**src/rtl/mem_bus_arbiter.sv**
```systemverilog
// Three-way memory bus arbiter with icache starvation promotion and tag owner table.
// Optional MEM_ARB_PERF_EN adds grant/reject performance counters.
module mem_bus_arbiter #(
  parameter int XLEN         = 32,
  parameter int NUM_TAGS     = 15,
  parameter int STARVE_LIMIT = 8
) (
  input  logic            clock,
  input  logic            reset,
  input  logic [1:0]      d_command,
  input  logic [XLEN-1:0] d_addr,
  input  logic [63:0]     d_data,
  input  logic [1:0]      i_command,
  input  logic [XLEN-1:0] i_addr,
  input  logic [1:0]      p_command,
  input  logic [XLEN-1:0] p_addr,
  input  logic [3:0]      mem2proc_response,
  input  logic [3:0]      mem2proc_tag,
  input  logic [63:0]     mem2proc_data,
  output logic [1:0]      proc2mem_command,
  output logic [XLEN-1:0] proc2mem_addr,
  output logic [63:0]     proc2mem_data,
  output logic [3:0]      d_response,
  output logic [3:0]      i_response,
  output logic [3:0]      p_response,
  output logic [3:0]      d_tag,
  output logic [3:0]      i_tag,
  output logic [3:0]      p_tag,
  output logic [63:0]     mem_data,
  output logic            give_way,
  output logic            tag_err
`ifdef MEM_ARB_PERF_EN
  ,
  output logic [31:0]     perf_d_grants,
  output logic [31:0]     perf_i_grants,
  output logic [31:0]     perf_p_grants,
  output logic [31:0]     perf_rejects
`endif
);

  localparam logic [1:0] BUS_NONE = 2'd0;
  localparam int SW = $clog2(STARVE_LIMIT + 1);
  localparam logic [SW-1:0] SLIM = SW'(STARVE_LIMIT);

  typedef enum logic [1:0] {
    OWN_NONE = 2'd0,
    OWN_D    = 2'd1,
    OWN_I    = 2'd2,
    OWN_P    = 2'd3
  } owner_e;

  owner_e          owner_q [NUM_TAGS+1];
  owner_e          owner_d [NUM_TAGS+1];
  logic [SW-1:0]   starve_q, starve_d;
  logic            tag_err_q, tag_err_d;

  owner_e gnt;
  owner_e cpl_own;
  logic   d_act, i_act, p_act;
  logic   acc, rsp_ok, tag_ok, cpl;

  assign d_act = d_command != BUS_NONE;
  assign i_act = i_command != BUS_NONE;
  assign p_act = p_command != BUS_NONE;

  // Promotion lets a starved icache jump ahead of dcache for one grant.
  always_comb begin
    gnt = OWN_NONE;
    if (i_act && starve_q == SLIM) gnt = OWN_I;
    else if (d_act)                gnt = OWN_D;
    else if (i_act)                gnt = OWN_I;
    else if (p_act)                gnt = OWN_P;
  end

  always_comb begin
    proc2mem_command = BUS_NONE;
    proc2mem_addr    = '0;
    proc2mem_data    = '0;
    unique case (gnt)
      OWN_D: begin
        proc2mem_command = d_command;
        proc2mem_addr    = d_addr;
        proc2mem_data    = d_data;
      end
      OWN_I: begin
        proc2mem_command = i_command;
        proc2mem_addr    = i_addr;
      end
      OWN_P: begin
        proc2mem_command = p_command;
        proc2mem_addr    = p_addr;
      end
      default: ;
    endcase
  end

  assign d_response = (gnt == OWN_D) ? mem2proc_response : 4'd0;
  assign i_response = (gnt == OWN_I) ? mem2proc_response : 4'd0;
  assign p_response = (gnt == OWN_P) ? mem2proc_response : 4'd0;
  assign give_way   = p_act && gnt != OWN_P;
  assign mem_data   = mem2proc_data;

  assign acc    = gnt != OWN_NONE && mem2proc_response != 4'd0;
  assign rsp_ok = acc && int'(mem2proc_response) <= NUM_TAGS;
  assign tag_ok = int'(mem2proc_tag) <= NUM_TAGS;
  assign cpl    = mem2proc_tag != 4'd0;

  always_comb begin
    cpl_own = OWN_NONE;
    if (cpl && tag_ok) cpl_own = owner_q[int'(mem2proc_tag)];
  end

  assign d_tag = (cpl_own == OWN_D) ? mem2proc_tag : 4'd0;
  assign i_tag = (cpl_own == OWN_I) ? mem2proc_tag : 4'd0;
  assign p_tag = (cpl_own == OWN_P) ? mem2proc_tag : 4'd0;

  // Accept write follows the completion clear so a same-tag reuse keeps the new owner.
  always_comb begin
    owner_d = owner_q;
    if (cpl && tag_ok) owner_d[int'(mem2proc_tag)] = OWN_NONE;
    if (rsp_ok) owner_d[int'(mem2proc_response)] = gnt;
  end

  always_comb begin
    starve_d = '0;
    if (i_act && gnt != OWN_I)
      starve_d = (starve_q == SLIM) ? starve_q : starve_q + 1'b1;
  end

  assign tag_err_d = tag_err_q | (cpl && cpl_own == OWN_NONE);
  assign tag_err   = tag_err_q;

  always_ff @(posedge clock) begin
    if (!reset) begin
      starve_q  <= '0;
      tag_err_q <= 1'b0;
      for (int k = 0; k <= NUM_TAGS; k++) owner_q[k] <= OWN_NONE;
    end else begin
      starve_q  <= starve_d;
      tag_err_q <= tag_err_d;
      for (int k = 0; k <= NUM_TAGS; k++) owner_q[k] <= owner_d[k];
    end
  end

`ifdef MEM_ARB_PERF_EN
  logic [31:0] pd_q, pi_q, pp_q, pr_q;

  always_ff @(posedge clock) begin
    if (!reset) begin
      pd_q <= '0;
      pi_q <= '0;
      pp_q <= '0;
      pr_q <= '0;
    end else begin
      if (acc && gnt == OWN_D) pd_q <= pd_q + 32'd1;
      if (acc && gnt == OWN_I) pi_q <= pi_q + 32'd1;
      if (acc && gnt == OWN_P) pp_q <= pp_q + 32'd1;
      if (gnt != OWN_NONE && !acc) pr_q <= pr_q + 32'd1;
    end
  end

  assign perf_d_grants = pd_q;
  assign perf_i_grants = pi_q;
  assign perf_p_grants = pp_q;
  assign perf_rejects  = pr_q;
`endif

endmodule

```
**config.mk**
```make
export PLATFORM = sky130hd
export DESIGN_NAME = mem_bus_arbiter
export DESIGN_NICKNAME = d
export VERILOG_FILES = /design/src/rtl/mem_bus_arbiter.sv
export SDC_FILE = /design/constraint.sdc
export NUM_CORES = 1
export LEC_CHECK = 0
export BUFFER_PORTS_ARGS = -buffer_cell sky130_fd_sc_hd__buf_2
export CAP_MARGIN = 25
export CELL_PAD_IN_SITES_DETAIL_PLACEMENT = 2
export CELL_PAD_IN_SITES_GLOBAL_PLACEMENT = 2
export CORE_AREA = 2 2 167 169
export DETAILED_ROUTE_END_ITERATION = 6
export DIE_AREA = 0 0 169 171
export HOLD_SLACK_MARGIN = 0.05
export PLACE_DENSITY = 0.8
export REMOVE_ABC_BUFFERS = 1
export SLEW_MARGIN = 15
export SYNTH_ARGS = -nofsm -noshare
export SYNTH_HDL_FRONTEND = slang
export SYNTH_SLANG_ARGS = --single-unit
```
**constraint.sdc**
```tcl
create_clock -name clock -period 2.2 [get_ports clock]
set_input_delay 0.11 -clock clock [delete_from_list [all_inputs] [get_ports clock]]
set_output_delay 0.11 -clock clock [all_outputs]
set_load 0.01 [all_outputs]
```
==> reports/qor.txt <==
outcome: complete, but fails checks
failing checks: negative setup slack
top-count cell post-synth: and2_1
WL final: 36.2 mm
FF/Latch Area: 743 um2
total track usage: 24.1%
dpl hpwl: 30.6 mm
layout net count: 969
Synth Cell Area: 3790 um2
Worst Tran Pin Value: 0.628 ns
Core ar.: 27300 um2
dpl ws: -0.0301 ns
I/O pin cnt: 428
share of cells above drive strength 1: 52.2%
Area contributors post-synth: dfxtp_1, and2_1, buf_4
pin count of the biggest net entering global routing: 36
Yosys cell types: 44
die area: 28900 um2
initial core utilization: 13.9%
number of synthesized flops with an enable pin: 0
min Tclk post-route: 2.25 ns
routability congestion estimate: 0.796
fillers: 3260
RSZ-0062 raised after global routing: true
1st-pass router iterations: 5
root buf cell: clkbuf_16
CP Launch Type: flip-flop
WP data arrival: 2.14 ns
Vias: 4912
Starting DRT DRC Count: 393
Syn Area/Cell: 7.84 um2
CTS Buf Count: 5
Top FF cell, synth: dfxtp_1
top-area cell type share of the netlist area: 19.6%
CP Data Required Time: 2.09 ns
count of pins over their slew limit: 0
initial antenna violation count: 18
global route total overflow: 0
element type at the critical path end: primary output
FMAX: 0.445 GHz
hold slack: 0.220 ns
worst-path cell with the longest stage delay: a222oi_1
top post-synthesis cells by count: and2_1, buf_4, dfxtp_1, inv_1, a222oi_1
Async SR Flop Fraction: 0%
Max Cap Violations: 0
Final period util: 102%
sequential area share after synthesis: 19.6%
skew final: 0.00566 ns
Gate Count Post-Synth: 483
crit-path most repeated cell: nor2_4
Worst Hold Class: input pin to primary output
Die Wd: 169 um
Rel. slew slack: 58.1%
clock-pin transition on the worst setup and hold timing paths: 0.06 ns
non-filler instance count after layout: 1080
Detail Route Antenna Nets: 0
Die H: 171 um
global-route wire length before repair: 46.6 mm
crit path cell chain: inv_2, ha_4, and3b_2, nor2_4, nor2_4, buf_12, a222oi_1, inv_1, buf_2
routed length per instance: 33.5 um
clk_lat worst skew: 0.29 ns
PwrDens: 425 nW/um2
Final Setup Violations: 4
IR drop worst, VDD: 0.276 mV
Setup CP Type: flip-flop to primary output
leakage: 2.93 nW
CTS Sinks: 37
hold bufs inserted after CTS: 0
yosys warns: 0
leading area contributor after synthesis: dfxtp_1
H-tree depth: 2
TritonCTS clock tree: done
largest stage delay on the critical path: 0.43 ns
CP max FO: 13
#FFs+latches synth: 37
Rows: 61
DR vias/cell: 4.55
drc violations: 0
placed insts: 1050
vias in the first global route: 5252
Area Overhead vs Synth: 53.9%
worst setup margin: -0.0455 ns
Final Hold Viols: 0
port buffer count: 299
final core occ: 21.3%
multi-input logic area: 2310 um2
Longest Clk Path Bufs: 2
## cell type report
class	count	share of cell area [%]
Sequential cell	37	12.8
Clock inverter	3	0.301
Clock buffer	5	2.15
Antenna cell	6	0.258
Timing Repair Buffer	334	35.1
Multi-Input combinational cell	312	39.6
Tap cell	346	7.43
Inverter	37	2.38
## through the flow
step / TNS [ns] / cell area, um2 / total power, mW
2_1_floorplan: -215.61 / 3130 / 1.05
6_report: -0.0966 / 5830 / 2.48
5_1_grt: -2.42 / 5810 / 2.62
3_5_place_dp: -0.0433 / 5250 / 1.67
4_1_cts: -0.101 / 5540 / 2.43
3_3_place_gp: 0 / 5250 / 1.65
## layout by cell type, fill, tap and decap left out, drive strengths merged, types with 3 or more instances in the layout
cell,count
a21oi,6
a222oi,32
and2,103
buf,328
clkbuf,11
dfxtp,37
diode,6
inv,37
mux2,4
mux2i,20
mux4,6
nand2,4
nand2b,7
nand3,3
nor2,32
nor3,17
nor4,5
o211ai,5
o21a,13
o21ai,31
or2,4
or4,4
## path summary, 6_finish.rpt
path	start	endpoint	slack, ns	cells after the start
max	starve_q[1]	proc2mem_addr[12]	-0.05	9
min	mem2proc_data[51]	mem_data[51]	0.22	0
max reg2reg	starve_q[1]	owner_q[9]	0.27	10
min reg2reg	owner_q[30]	owner_q[30]	0.46	1
## where the power goes
part           internal (mW)  switching (mW)  leakage [nW]
sequential             0.687         0.00939         0.301
clock                  0.416           0.302        0.0696
combinational          0.447           0.617          2.56
total                   1.55           0.928          2.93
## flip-flops by register name (all words and copies together), names as in the netlist
register	count
owner_q	32
tag_err	1
starve_q	4
## cell families (layout without fill, tap and decap cells)
family / Yosys count / count (layout) / share of synthesized area, %
buffers and inverters: 135 / 379 / 21.1
other: 0 / 6 / 0
AO/OA/AOI/OAI: 96 / 96 / 19.9
XOR/XNOR: 2 / 2 / 0.463
flip-flops: 37 / 37 / 19.6
AND/OR/NAND/NOR: 181 / 182 / 28.2
adder cells (fa/ha/maj): 2 / 2 / 0.661
multiplexers: 30 / 30 / 10.0
## worst max-delay path, delay by kind of cell (launching register included)
kind	cells	cell delay [ns]
and+or+nand+nor	3	0.44
adders and majority gates	1	0.14
buffers and inverters	4	0.48
DFF	1	0.34
AOI/OAI and AO/OA	1	0.43
## metal layers
metal / up-vias / global-route usage [%] / share of wire [%]
li1: 2112 / - / -
met1: 2364 / 31.1 / 44
met2: 370 / 31.1 / 37
met3: 46 / 19.9 / 18
met4: 20 / 1.34 / 0.74
met5: - / 5.39 / 0.77
## what timing repair did
action                                  CTS  global route
resized for setup                        19            67
pin swaps                                 8             4
endpoints found under the setup margin   86            60
cloned                                    2             4
buffers inserted                          7             3
No activity file was read; power rests on OpenSTA's default activity.
